===== src/rtl/load_distributor.sv =====
// Load distributor: splits wide memory beats into per-lane VRF write operands,
// holding each lane's operand until that lane grants it.
module load_distributor #(
  parameter int NrLane    = 4,
  parameter int DataWidth = 64,
  parameter int AddrWidth = 10,
  parameter int IdWidth   = 3
) (
  input  logic                            clk_i,
  input  logic                            rst_i,
  input  logic                            cmd_valid_i,
  output logic                            cmd_ready_o,
  input  logic [IdWidth-1:0]              cmd_id_i,
  input  logic [AddrWidth-1:0]            cmd_vaddr_i,
  input  logic [15:0]                     cmd_nbytes_i,
  input  logic                            mem_valid_i,
  output logic                            mem_ready_o,
  input  logic [NrLane*DataWidth-1:0]     mem_data_i,
  output logic [NrLane-1:0]               load_op_valid_o,
  input  logic [NrLane-1:0]               load_op_gnt_i,
  output logic [NrLane*DataWidth-1:0]     load_op_o,
  output logic [NrLane*DataWidth/8-1:0]   load_op_strb_o,
  output logic [NrLane*AddrWidth-1:0]     load_op_addr_o,
  output logic [NrLane*IdWidth-1:0]       load_id_o,
  output logic                            done_o,
  output logic [IdWidth-1:0]              done_id_o
);

  localparam int LaneBytes = DataWidth / 8;
  localparam int BeatBytes = NrLane * LaneBytes;
  localparam logic [15:0] BeatBytes16 = 16'(BeatBytes);

  typedef enum logic [1:0] {IDLE, RUN, DRAIN} state_e;

  state_e                 state_q, state_d;
  logic [AddrWidth-1:0]   addr_q, addr_d;
  logic [15:0]            rem_q, rem_d;
  logic [IdWidth-1:0]     id_q, id_d;
  logic                   done_q, done_d;
  logic [IdWidth-1:0]     done_id_q, done_id_d;

  logic [NrLane-1:0]                  valid_q, valid_d;
  logic [NrLane-1:0][DataWidth-1:0]   data_q, data_d;
  logic [NrLane-1:0][LaneBytes-1:0]   strb_q, strb_d;
  logic [NrLane-1:0][AddrWidth-1:0]   laddr_q, laddr_d;
  logic [NrLane-1:0][IdWidth-1:0]     lid_q, lid_d;

  logic                               lanes_free;
  logic                               beat;
  logic [15:0]                        take;
  int                                 lane_bytes;
  logic [NrLane-1:0]                  beat_valid;
  logic [NrLane-1:0][LaneBytes-1:0]   beat_strb;
  logic [NrLane-1:0][DataWidth-1:0]   beat_data;

  // A lane is free when it holds nothing or is handing its operand over now.
  assign lanes_free  = &(~valid_q | load_op_gnt_i);
  assign mem_ready_o = (state_q == RUN) && lanes_free;
  assign beat        = mem_valid_i && mem_ready_o;
  assign beat_data   = mem_data_i;
  assign take        = (rem_q > BeatBytes16) ? BeatBytes16 : rem_q;

  // Bytes owned by each lane in the current beat, clamped to one lane slice.
  always_comb begin
    lane_bytes = 0;
    beat_valid = '0;
    beat_strb  = '0;
    for (int i = 0; i < NrLane; i++) begin
      lane_bytes = int'(rem_q) - i * LaneBytes;
      if (lane_bytes < 0)         lane_bytes = 0;
      if (lane_bytes > LaneBytes) lane_bytes = LaneBytes;
      beat_valid[i] = (lane_bytes != 0);
      for (int j = 0; j < LaneBytes; j++) begin
        beat_strb[i][j] = (j < lane_bytes);
      end
    end
  end

  always_comb begin
    state_d   = state_q;
    addr_d    = addr_q;
    rem_d     = rem_q;
    id_d      = id_q;
    done_d    = 1'b0;
    done_id_d = done_id_q;
    valid_d   = valid_q & ~load_op_gnt_i;
    data_d    = data_q;
    strb_d    = strb_q;
    laddr_d   = laddr_q;
    lid_d     = lid_q;

    case (state_q)
      IDLE: begin
        if (cmd_valid_i) begin
          id_d   = cmd_id_i;
          addr_d = cmd_vaddr_i;
          rem_d  = cmd_nbytes_i;
          if (cmd_nbytes_i == 16'd0) begin
            done_d    = 1'b1;
            done_id_d = cmd_id_i;
          end else begin
            state_d = RUN;
          end
        end
      end
      RUN: begin
        if (beat) begin
          for (int i = 0; i < NrLane; i++) begin
            valid_d[i] = beat_valid[i];
            data_d[i]  = beat_data[i];
            strb_d[i]  = beat_strb[i];
            laddr_d[i] = addr_q;
            lid_d[i]   = id_q;
          end
          addr_d = addr_q + AddrWidth'(1);
          rem_d  = rem_q - take;
          if (rem_q == take) state_d = DRAIN;
        end
      end
      DRAIN: begin
        if (lanes_free) begin
          state_d   = IDLE;
          done_d    = 1'b1;
          done_id_d = id_q;
        end
      end
      default: state_d = IDLE;
    endcase
  end

  always_ff @(posedge clk_i) begin
    if (rst_i) begin
      state_q   <= IDLE;
      addr_q    <= '0;
      rem_q     <= '0;
      id_q      <= '0;
      done_q    <= 1'b0;
      done_id_q <= '0;
      valid_q   <= '0;
      data_q    <= '0;
      strb_q    <= '0;
      laddr_q   <= '0;
      lid_q     <= '0;
    end else begin
      state_q   <= state_d;
      addr_q    <= addr_d;
      rem_q     <= rem_d;
      id_q      <= id_d;
      done_q    <= done_d;
      done_id_q <= done_id_d;
      valid_q   <= valid_d;
      data_q    <= data_d;
      strb_q    <= strb_d;
      laddr_q   <= laddr_d;
      lid_q     <= lid_d;
    end
  end

  assign cmd_ready_o     = (state_q == IDLE);
  assign load_op_valid_o = valid_q;
  assign load_op_o       = data_q;
  assign load_op_strb_o  = strb_q;
  assign load_op_addr_o  = laddr_q;
  assign load_id_o       = lid_q;
  assign done_o          = done_q;
  assign done_id_o       = done_id_q;

endmodule


===== config.mk =====
export PLATFORM = sky130hd
export DESIGN_NAME = load_distributor
export DESIGN_NICKNAME = d
export VERILOG_FILES = /design/src/rtl/load_distributor.sv
export SDC_FILE = /design/constraint.sdc
export NUM_CORES = 1
export LEC_CHECK = 0
export ABC_AREA = 1
export CORE_AREA = 5 5 246 248
export CTS_CLUSTER_SIZE = 10
export DETAILED_ROUTE_END_ITERATION = 6
export DIE_AREA = 0 0 251 253
export MAX_ROUTING_LAYER = met4
export PLACE_DENSITY = 0.5
export SLEW_MARGIN = 0
export SYNTH_ARGS = -nofsm -noshare
export SYNTH_HDL_FRONTEND = slang
export SYNTH_SLANG_ARGS = --single-unit
export TNS_END_PERCENT = 50

===== constraint.sdc =====
create_clock -name clk_i -period 3 [get_ports clk_i]
set_input_delay 0.3 -clock clk_i [delete_from_list [all_inputs] [get_ports clk_i]]
set_output_delay 0.3 -clock clk_i [all_outputs]
set_load 0.005 [all_outputs]

==> impl_metrics.py <==
metrics = {
    "die": {
        "die_area_um2": 63500,
        "die_h_um": 253,
        "die_x_um": 251,
        "num_rows": 89,
        "io_pins": 643,
        "initial_core_util_pct": 24.82,
        "core_area_um2": 58240,
    },
    "routing": {
        "antenna_left": 0,
        "vias": 15280,
        "drtIter0Drc": 823,
        "wl_per_cell_um": 19.64,
        "drt-total-wl_mm": 66.24,
        "firstDrtPassIters": 5,
        "drc": 0,
        "via_per_inst": 4.532,
    },
    "clocking": {
        "ctsResizeCount": 0,
        "post_cts_buffers": 0,
        "cts_buffers": 43,
        "htreeDepth": 2,
        "tritoncts": "built",
        "clockRootBuffer": "clkbuf_16",
        "clkSinkCount": 340,
        "clk_path_buf_depth": 3,
        "cts_hold_buffers": 0,
        "clock_latency_ns": 0.56,
        "path_clk_slew_ns": 0.06,
    },
    "layout": {
        "syn2layout_area_growth_pct": 56.87,
        "nets": 2870,
        "final_area_um2": 22680,
        "drive_gt1_share_pct": 5.478,
    },
    "sta": {
        "finalCritPeriodShare_pct": 87.39,
        "hold_viol": 0,
        "rsz0062_at_grt": "no",
        "fmax_ghz": 0.3814,
        "slew_headroom_pct": 17.39,
        "fin_skew_ns": 0.01398,
        "maxSlewViolCount": 0,
        "fin_tns_setup_ns": 0,
        "period_needed_ns": 2.622,
        "setup_viol": 0,
        "fin_ws_ns": 0.3784,
        "tightest_slew_ns": 1.239,
    },
    "global_routing": {
        "grt_max_degree": 181,
        "grt_pass1_vias": 15080,
        "overflow": 0,
        "antenna_found_initial": 7,
        "grtUsageTotal_pct": 20.11,
        "grt_pass1_wl_mm": 96.29,
    },
    "worst_setup_path": {
        "criticalPathCategory": "reg2reg",
        "crit_arrival_ns": 3.11,
        "cp-start-kind": "register",
        "required_ns": 3.49,
        "end_kind": "register",
        "cp_max_fo": 11,
    },
    "synthesis": {
        "synth_edf_count": 0,
        "async_flop_share_pct": 0,
        "synth_top_area_cell": "dfxtp_1",
        "synth_seq_area_share_pct": 47.09,
        "synthXorXnorAreaFrac_pct": 0.3549,
        "synth_fa_ha_area_share_pct": 0.7790,
        "synth_compound_area_share_pct": 15.92,
        "syn_avg_cell_area_um2": 7.195,
        "synth_area_um2": 14460,
        "ys_warn_count": 0,
        "synth.most_common_cell": "nand2_1",
        "muxShareOfSynthArea_pct": 0.06925,
        "synth_top_area_share_pct": 47.09,
        "syn_nets": 2311,
        "ys_types": 53,
        "synthTopCellsByCount": "nand2_1, dfxtp_1, a21oi_1",
        "synthCells": 2009,
        "synth_simple_gate_area_share_pct": 27.10,
        "yosys-top-cells-area": "dfxtp_1, nand2_1, a21oi_1, buf_4, nand3_1",
        "synth_top_family_by_area": "simple AND/OR/NAND/NOR gates",
        "synth_flop_cell": "dfxtp_1",
        "ys_ff_latch": 340,
    },
    "power_and_ir_drop": {
        "p_leak_nw": 8.368,
        "vdd_ir_drop_max_v": 0.0004178,
        "powerDensity_nw_per_um2": 882.5,
    },
    "place": {
        "place_area_um2": 21360,
        "gp_congestion": 0.8927,
        "port_buffers": 642,
        "place_ws_ns": 0.2527,
        "place_hpwl_mm": 50.26,
    },
    "min_path": {
        "hp-class": "in2reg",
    },
    "status": {
        "status": "finished, final reports clean",
    },
    "job": {
        "maxCapViolCount": 0,
    },
}
stage by stage:
step           util [%]  hold WS (ns)  power, mW  cells
4_1_cts           38.90        0.1484      20.31   3365
5_1_grt           38.93        0.1589      21.49   3372
3_5_place_dp      36.68        0.4546      15.28   3296
2_1_floorplan         -        0.4349      11.23   2009
3_3_place_gp      36.68        0.4509      15.22   3296
6_report          38.93        0.1651      20.01   3372
cells by family (layout without fill, tap and decap cells):
family | Yosys count | after routing
compound gates | 439 | 439
simple gates | 951 | 951
other cells | 1 | 8
fa+ha+maj | 9 | 9
buf+inv | 263 | 846
xor+xnor | 5 | 5
mux | 1 | 1
flops | 340 | 340
worst max-delay path: stages, from the launching register on:
cell and delay (ns):
dfxtp_1 0.48, nor2_4 0.42, nand2_2 0.19, nor2_4 0.27, nand2_1 0.13, a21oi_1 0.15
nand3b_1 0.13, nor2_4 0.23, nand2_1 0.08, nand2_1 0.12, inv_1 0.05, nand2_1 0.07
nand2_1 0.12, nor2_1 0.12
flip-flops by register name (all words and copies together), names as in the netlist:
signal	flops
load_id_o	3
done_id_o	3
state_q	2
rem_q	16
load_op_valid_o	4
id_q	3
done_o	1
load_op_addr_o	10
addr_q	10
load_op_strb_o	32
load_op_o	256
cell usage in the layout (no fill, tap or decap), types with 15 or more instances in the layout:
| cell type | instances |
|---|---|
| clkbuf_16 | 45 |
| dfxtp_1 | 340 |
| clkdlybuf4s50_1 | 641 |
| o21ai_0 | 66 |
| a21oi_1 | 331 |
| nand3_1 | 75 |
| nor2_1 | 82 |
| clkbuf_1 | 15 |
| nand2_1 | 732 |
| buf_4 | 29 |
| inv_1 | 92 |
layer usage:
layer / global-route usage (%) / part of all wire (%) / up-vias
met4: 5.458 / 2.1 / 0
met1: 23.34 / 41 / 7122
met5: - / 0 / -
li1: - / - / 7571
met2: 34.04 / 50 / 505
met3: 6.029 / 7.5 / 85
path summary, 6_finish.rpt:
kind	cells past startpoint	end	slack, ns	from
hold reg to reg	2	load_op_o[56]$_SDFFE_PP0P_	0.46	load_op_o[56]$_SDFFE_PP0P_
setup / recovery	13	load_op_strb_o[16]$_SDFFE_PP0P_	0.38	rem_q[6]$_SDFFE_PP0P_
setup reg to reg	13	load_op_strb_o[16]$_SDFFE_PP0P_	0.38	rem_q[6]$_SDFFE_PP0P_
hold / removal	2	load_op_o[218]$_SDFFE_PP0P_	0.17	rst_i
power by group:
group / internal, mW / switching [mW]
clock: 2.86 / 2.01
sequential: 5.43 / 0.748
combinational: 3.69 / 5.26
total: 12.0 / 8.03
cell type report:
| cell class | count | area, um^2 |
|---|---|---|
| flip-flops and latches | 340 | 6807 |
| fillers | 5996 | 35560 |
| clock inverters | 4 | 42.54 |
| inverters | 98 | 375.4 |
| clock buffers | 65 | 1251 |
| well taps | 773 | 967.2 |
| multi-input cells | 1406 | 6406 |
| repair buffers | 679 | 6809 |
| diodes | 7 | 17.52 |
Note: power is estimated with default switching activity, not from simulation.
